File: config.mk
export PLATFORM = sky130hd
export DESIGN_NAME = clk_div_cfg_ctrl_flat
export DESIGN_NICKNAME = d
export VERILOG_FILES = /design/src/rtl/clk_div_pkg.sv /design/src/rtl/clk_div_cfg_ctrl_if.sv /design/src/rtl/rr_arb2.sv /design/src/rtl/clk_div_cfg_ctrl.sv /design/src/flat_wrapper.sv
export SDC_FILE = /design/constraint.sdc
export NUM_CORES = 1
export LEC_CHECK = 0
export ABC_AREA = 1
export BUFFER_PORTS_ARGS = -buffer_cell sky130_fd_sc_hd__buf_2
export CAP_MARGIN = 20
export CORE_MARGIN = 3
export CORE_UTILIZATION = 53
export CTS_CLUSTER_DIAMETER = 40
export CTS_CLUSTER_SIZE = 8
export DETAILED_ROUTE_END_ITERATION = 16
export PLACE_DENSITY = 0.8
export SYNTH_ARGS = -nofsm -noshare
export SYNTH_HDL_FRONTEND = slang
export SYNTH_HIERARCHICAL = 1
export SYNTH_SLANG_ARGS = --single-unit
export TNS_END_PERCENT = 100
File: constraint.sdc
create_clock -name i_ref_clk -period 2.15 [get_ports i_ref_clk]
set_clock_uncertainty 0.05 [all_clocks]
set_input_delay 0.43 -clock i_ref_clk [delete_from_list [all_inputs] [get_ports i_ref_clk]]
set_output_delay 0.43 -clock i_ref_clk [all_outputs]
set_load 0.05 [all_outputs]
File: src/rtl/clk_div_pkg.sv
// Shared definitions for the ref-clock divider configuration sequencer.
//   state_t          : sequencer FSM encoding
//   DEF_RATIO        : ratio driven out of reset
//   MIN_LEGAL_RATIO  : smallest ratio the divider can actually divide by
package clk_div_pkg;

  typedef enum logic [2:0] {
    ST_IDLE   = 3'd0,
    ST_QUIET  = 3'd1,
    ST_LOAD   = 3'd2,
    ST_SETTLE = 3'd3,
    ST_ACK    = 3'd4
  } state_t;

  localparam int DEF_RATIO       = 2;
  localparam int MIN_LEGAL_RATIO = 2;

endpackage

File: src/rtl/clk_div_cfg_ctrl_if.sv
// Client-side request bus of the divider configuration sequencer.
//   req      : level request per client, [0] = A (reg file), [1] = B (UART prescale)
//   ratio_a  : ratio requested by A, stable while req[0] is high
//   ratio_b  : ratio requested by B, stable while req[1] is high
//   ack      : one-cycle completion pulse to the granted client
//   err      : one-cycle pulse with ack when the requested ratio was illegal
// master = client side, slave = sequencer side.
interface clk_div_cfg_ctrl_if #(
  parameter int RATIO_WD = 4
);

  logic [1:0]          req;
  logic [RATIO_WD-1:0] ratio_a;
  logic [RATIO_WD-1:0] ratio_b;
  logic [1:0]          ack;
  logic                err;

  modport master (output req, output ratio_a, output ratio_b, input ack, input err);
  modport slave  (input req, input ratio_a, input ratio_b, output ack, output err);

endinterface

File: src/rtl/rr_arb2.sv
// Two-way round-robin arbiter. Grant is combinational from the requests;
// the priority pointer moves only when the grant is accepted.
//   i_ref_clk : clock
//   i_rst_n   : synchronous active-low reset (pointer favours client 0)
//   i_req     : request vector
//   i_accept  : grant consumed this cycle
//   o_gnt     : one-hot grant (zero when no request)
module rr_arb2 (
  input  logic       i_ref_clk,
  input  logic       i_rst_n,
  input  logic [1:0] i_req,
  input  logic       i_accept,
  output logic [1:0] o_gnt
);

  // 1 = client 1 wins the next tie
  logic prio_b;

  always_comb begin
    o_gnt = i_req;
    if (i_req == 2'b11) begin
      o_gnt = prio_b ? 2'b10 : 2'b01;
    end
  end

  always_ff @(posedge i_ref_clk) begin
    if (!i_rst_n) begin
      prio_b <= 1'b0;
    end else if (i_accept) begin
      // whoever did not just win gets the next tie
      prio_b <= o_gnt[0];
    end
  end

endmodule

File: src/rtl/clk_div_cfg_ctrl.sv
// Sequencer owning the ratio/enable inputs of the ref-clock divider.
// Arbitrates ratio changes from two clients and applies each one glitch-safely:
// divider off, quiet gap, load, re-enable, settle, ack.
//   i_ref_clk   : reference clock, single clock of this block
//   i_rst_n     : synchronous active-low reset
//   cfg         : client request bus (slave side)
//   o_div_ratio : registered ratio to the divider
//   o_clk_en    : registered divider enable, 0 = bypass to ref clock
//   o_busy      : high whenever the FSM is not idle
//
// state  | meaning
// IDLE   | waiting for a request; arbitrates and latches the winner
// QUIET  | divider held disabled for QUIET_CYC cycles
// LOAD   | new ratio driven, enable restored if the ratio is legal
// SETTLE | SETTLE_CYC cycles for the divider to settle
// ACK    | one-cycle ack (and err if illegal) to the winner
module clk_div_cfg_ctrl #(
  parameter int RATIO_WD   = 4,
  parameter int DEF_RATIO  = clk_div_pkg::DEF_RATIO,
  parameter int QUIET_CYC  = 2,
  parameter int SETTLE_CYC = 4
) (
  input  logic                i_ref_clk,
  input  logic                i_rst_n,
  clk_div_cfg_ctrl_if.slave   cfg,
  output logic [RATIO_WD-1:0] o_div_ratio,
  output logic                o_clk_en,
  output logic                o_busy
);

  import clk_div_pkg::*;

  localparam int CNT_MAX = (QUIET_CYC > SETTLE_CYC) ? QUIET_CYC : SETTLE_CYC;
  localparam int CNT_WD  = $clog2(CNT_MAX + 1);
  localparam logic [CNT_WD-1:0] QUIET_LD  = CNT_WD'(QUIET_CYC - 1);
  localparam logic [CNT_WD-1:0] SETTLE_LD = CNT_WD'(SETTLE_CYC - 1);

  state_t              state;
  state_t              next_state;
  logic [CNT_WD-1:0]   cnt;

  logic [1:0]          gnt;
  logic                accept;
  logic                gnt_id;
  logic [RATIO_WD-1:0] gnt_ratio;
  logic                gnt_legal;
  logic                fast_hit;

  logic                win_q;
  logic [RATIO_WD-1:0] ratio_q;
  logic                legal_q;

  logic [1:0]          ack_q;
  logic                err_q;
  logic [1:0]          ack_d;
  logic                err_d;
  logic [RATIO_WD-1:0] ratio_d;
  logic                en_d;
  logic                busy_d;
  logic                sel_id;
  logic                sel_legal;

  rr_arb2 u_arb (
    .i_ref_clk (i_ref_clk),
    .i_rst_n   (i_rst_n),
    .i_req     (cfg.req),
    .i_accept  (accept),
    .o_gnt     (gnt)
  );

  assign accept    = (state == ST_IDLE) && (|gnt);
  assign gnt_id    = gnt[1];
  assign gnt_ratio = gnt_id ? cfg.ratio_b : cfg.ratio_a;
  assign gnt_legal = (gnt_ratio >= RATIO_WD'(MIN_LEGAL_RATIO));
  // ratio already in place: skip the disable/reload sequence entirely
  assign fast_hit  = gnt_legal && (gnt_ratio == o_div_ratio);

  assign cfg.ack = ack_q;
  assign cfg.err = err_q;

  // state register plus the registered datapath it steers
  always_ff @(posedge i_ref_clk) begin
    if (!i_rst_n) begin
      state       <= ST_IDLE;
      cnt         <= '0;
      win_q       <= 1'b0;
      ratio_q     <= RATIO_WD'(DEF_RATIO);
      legal_q     <= 1'b1;
      ack_q       <= 2'b00;
      err_q       <= 1'b0;
      o_div_ratio <= RATIO_WD'(DEF_RATIO);
      o_clk_en    <= 1'b1;
      o_busy      <= 1'b0;
    end else begin
      state       <= next_state;
      ack_q       <= ack_d;
      err_q       <= err_d;
      o_div_ratio <= ratio_d;
      o_clk_en    <= en_d;
      o_busy      <= busy_d;

      if (accept) begin
        win_q   <= gnt_id;
        ratio_q <= gnt_ratio;
        legal_q <= gnt_legal;
      end

      // down-counter preloaded on entry to each timed phase, holds at zero
      if (state == ST_IDLE) begin
        cnt <= QUIET_LD;
      end else if (state == ST_LOAD) begin
        cnt <= SETTLE_LD;
      end else if (cnt != '0) begin
        cnt <= cnt - CNT_WD'(1);
      end
    end
  end

  always_comb begin
    next_state = state;
    case (state)
      ST_IDLE:   if (accept) next_state = fast_hit ? ST_ACK : ST_QUIET;
      ST_QUIET:  if (cnt == '0) next_state = ST_LOAD;
      ST_LOAD:   next_state = ST_SETTLE;
      ST_SETTLE: if (cnt == '0) next_state = ST_ACK;
      ST_ACK:    next_state = ST_IDLE;
      default:   next_state = ST_IDLE;
    endcase
  end

  // next values of the registered outputs
  always_comb begin
    ack_d   = 2'b00;
    err_d   = 1'b0;
    ratio_d = o_div_ratio;
    en_d    = o_clk_en;
    busy_d  = (next_state != ST_IDLE);

    // on the fast path the winner has not been latched yet
    sel_id    = (state == ST_IDLE) ? gnt_id    : win_q;
    sel_legal = (state == ST_IDLE) ? gnt_legal : legal_q;

    if (next_state == ST_ACK) begin
      ack_d[sel_id] = 1'b1;
      err_d         = ~sel_legal;
    end

    if ((state == ST_IDLE) && (next_state == ST_QUIET)) begin
      en_d = 1'b0;
    end

    // illegal ratios are still loaded but the divider stays in bypass
    if (state == ST_LOAD) begin
      ratio_d = ratio_q;
      en_d    = legal_q;
    end
  end

endmodule

File: src/flat_wrapper.sv
// flat-port wrapper written by rule: the top's interface ports become plain ports
module clk_div_cfg_ctrl_flat import clk_div_pkg::*;
#(
  parameter int RATIO_WD   = 4,
  parameter int DEF_RATIO  = clk_div_pkg::DEF_RATIO,
  parameter int QUIET_CYC  = 2,
  parameter int SETTLE_CYC = 4
)
  (i_ref_clk, i_rst_n, o_div_ratio, o_clk_en, o_busy, cfg_req, cfg_ratio_a, cfg_ratio_b, cfg_ack, cfg_err);
  clk_div_cfg_ctrl_if #(.RATIO_WD(RATIO_WD)) cfg_i ();
  input  logic i_ref_clk;
  input  logic i_rst_n;
  output logic [RATIO_WD-1:0] o_div_ratio;
  output logic o_clk_en;
  output logic o_busy;
  input wire logic [$bits(cfg_i.req)-1:0] cfg_req;
  input wire logic [$bits(cfg_i.ratio_a)-1:0] cfg_ratio_a;
  input wire logic [$bits(cfg_i.ratio_b)-1:0] cfg_ratio_b;
  output wire logic [$bits(cfg_i.ack)-1:0] cfg_ack;
  output wire logic [$bits(cfg_i.err)-1:0] cfg_err;
  assign cfg_i.req = cfg_req;
  assign cfg_i.ratio_a = cfg_ratio_a;
  assign cfg_i.ratio_b = cfg_ratio_b;
  assign cfg_ack = cfg_i.ack;
  assign cfg_err = cfg_i.err;
  clk_div_cfg_ctrl #(.RATIO_WD(RATIO_WD), .DEF_RATIO(DEF_RATIO), .QUIET_CYC(QUIET_CYC), .SETTLE_CYC(SETTLE_CYC)) u_core (.i_ref_clk(i_ref_clk), .i_rst_n(i_rst_n), .cfg(cfg_i), .o_div_ratio(o_div_ratio), .o_clk_en(o_clk_en), .o_busy(o_busy));
endmodule
==> flow_metrics.tcl <==
set metrics [dict create \
    dp_slack_ps 291 \
    start_kind "flip-flop" \
    rr_worst_depth 12 \
    final_cells 208 \
    syn2layout_area_growth_pct 16.1 \
    critPathKind "flip-flop to flip-flop" \
    place.gp.congestion 0.800 \
    synth_top_area_cell "dfxtp_1" \
    setup_viol 0 \
    end_kind "flip-flop" \
    yosys-top-cells-area "dfxtp_1 (40%), nand2_1 (13%), inv_1 (11%)" \
    cts_root_buffer "clkbuf_4" \
    min_from "i_rst_n" \
    ys_seq_area_frac 0.401 \
    seqCellArea_um2 440 \
    grt_first_pass_wirelength_um 3960 \
    hold_slack_ps 393 \
    worstHoldEndpoint "u_core/o_clk_en$_SDFFE_PN1P_" \
    path_buf_inv 4 \
    fin_crit_ps 1750 \
    r2r-start "u_core/u_arb/prio_b$_SDFFE_PN0P_" \
    crit_required_ps 2320 \
    r2r_slack_ps 400 \
    clock-sinks 22 \
    antenna_found_initial 0 \
    max-vdd-ir-drop_uv 913 \
    postCtsSetupBuffers 0 \
    clk_pin_slew_ps 130 \
    io_buffers 20 \
    vias 1022 \
    grt_max_degree 16 \
    antenna_left 0 \
    p_leak_nw 0.698 \
    first_global_vias 960 \
    yosysWarnings 6 \
    r2r-end "u_core/o_busy$_SDFF_PN0_" \
    dp.cells 204 \
    synth_seq_cells 22 \
    num_rows 15 \
    crit_arrival_ps 1920 \
    die_x_um 51.5 \
    clkLatencyLatePin_ps 310 \
    wl_per_cell_um 11.2 \
    start_util 0.597 \
    grt_overflow 0 \
    rsz0062_at_grt "false" \
    die_area_mm2 0.00265 \
    path_delay_family "simple AND/OR/NAND/NOR gates" \
    ctsResizeCount 0 \
    cpMostUsedCell "nand2_1" \
    syn_nets 174 \
    synth_cell_type_count 23 \
    p_per_area_mw_per_mm2 1110 \
    slew_violations 0 \
    dp_hpwl_um 1780 \
    p_total_w 0.00141 \
    tns_ps 0 \
    hold_class "input port to flip-flop" \
    cts_buffers 3 \
    cts_buffer_depth 2 \
    routed_via_density 4.91 \
    cts_tree "built" \
    ios 21 \
    crit_path_max_fanout 9 \
    synth_area_per_cell_um2 6.87 \
    h-tree-depth 1 \
    wirelength_um 2340 \
    drive_gt1_frac 0.191 \
    status "finished clean" \
    route.detailed.drc 0 \
    fin_crit_sh 0.814 \
    multi_input_area_um2 505 \
    slew_headroom 0.706 \
    fmax_mhz 571 \
    nets 198 \
    dr.first_iter.drc_count 25 \
    finalHoldViolations 0 \
    grt_usage 0.200 \
    maxCapViolations 0 \
    path_cells "inv_1 -> a21boi_0 -> buf_4 -> inv_4 -> a21oi_4 -> nand2_1 -> inv_1 -> nand3_2 -> nand2_1 -> nand2_1 -> nand2_2 -> nand2_1" \
    worstMarginPinSlew_ps 440 \
    worst_path_largest_cell_delay_ps 370 \
    die-height_um 51.5 \
    fillers 177 \
    finalWorstSetupSlack_ps 399 \
    crit_slowest_cell "dfxtp_1" \
    diodes 0 \
    synthesis.area_mm2 0.00110 \
    core_area_mm2 0.00184 \
    cts_hold_buffers 0 \
    postSynthCellCount 160 \
    synth.top_cell.area_share 0.401 \
    dr.pass1.iters 4 \
    hold_path_depth 2 \
]
## how the worst max path moves through the flow
| stage | cells after the start | from | to |
|---|---|---|---|
| 6_report | 12 | u_core/u_arb/prio_b$_SDFFE_PN0P_ | u_core/o_busy$_SDFF_PN0_ |
| 3_5_place_dp | 14 | cfg_req[0] | u_core/o_busy$_SDFF_PN0_ |
| 4_1_cts | 12 | u_core/u_arb/prio_b$_SDFFE_PN0P_ | u_core/o_busy$_SDFF_PN0_ |
| 2_1_floorplan | 11 | cfg_req[1] | u_core/o_busy$_SDFF_PN0_ |
| 3_3_place_gp | 14 | cfg_req[0] | u_core/o_busy$_SDFF_PN0_ |
| 5_1_grt | 14 | u_core/u_arb/prio_b$_SDFFE_PN0P_ | u_core/o_busy$_SDFF_PN0_ |
## per-stage QoR
step	instance area, µm²	util
after global routing	1270	0.693
after CTS	1270	0.693
final	1270	0.693
after floorplan	1100	-
after detailed placement	1220	0.665
after global placement	1220	0.665
## flip-flops by register name, indices dropped and copies added, names as in the netlist
register / flops
u_core/o_div_ratio: 4
u_core/ratio_q: 4
u_core/o_clk_en: 1
u_core/state: 3
u_core/cfg.ack: 2
u_core/u_arb/prio_b: 1
u_core/cnt: 3
u_core/o_busy: 1
u_core/win_q: 1
u_core/cfg.err: 1
u_core/legal_q: 1
## report_power, final
part           leakage [nW]  internal [W]  total, W  switching (W)
registers             0.181      0.000495  0.000548      0.0000527
logic                 0.489      0.000167  0.000549       0.000382
clock network        0.0279      0.000188  0.000318       0.000129
## worst register-to-register path, stage by stage, from the launching register on
cell and delay [ps]:
dfxtp_1 370, inv_1 40, a21boi_0 140, buf_4 190, inv_4 80, a21oi_4 240, nand2_1 110, inv_1 80
nand3_2 80, nand2_1 90, nand2_1 70, nand2_2 60, nand2_1 50
## metal layers
metal	track usage	wire (µm)	up-vias
met4	0.0917	26	0
met5	0	0	-
li1	-	-	544
met2	0.347	1110	23
met1	0.228	1070	451
met3	0.0487	121	4
## cells in the final DEF, fill, tap and decap left out, types with 3 or more instances in the layout
cell,Yosys,routed
inv_1,33,33
buf_2,0,20
nand2_1,37,37
nand2_2,4,4
o21ai_0,9,9
clkbuf_4,0,3
nand3_1,11,11
a21oi_1,11,11
dfxtp_1,22,22
nor2_1,14,14
## area by class of cell
cell class                      instances  area share
Clock buffer                            3      0.0177
Clock inverter                          1      0.0236
Inverter                               34       0.102
Multi-Input combinational cell        101       0.396
Sequential cell                        22       0.345
Tap cell                               25      0.0245
Timing Repair Buffer                   22      0.0903
## synth_stat cells (all sizes together)
master and count:
a21oi 12, nor2 15, o211ai 2, nand3 12, nand3b 1, mux2 1, inv 34, nand4 1
a211oi 1, ha 2, a31oi 1, o21bai 1, a21boi 1, nor3b 1, o21ai 9, dfxtp 22
buf 3, nand2 41
## kinds of logic (layout without fill, tap and decap cells)
family	count (synthesis)	count (layout)	share of synthesized area
simple gates	71	71	0.281
fa+ha+maj	2	2	0.0228
compound gates	27	27	0.146
flops	22	22	0.401
mux	1	1	0.0102
buf+inv	37	60	0.139
(Power assumes the default switching activity.)
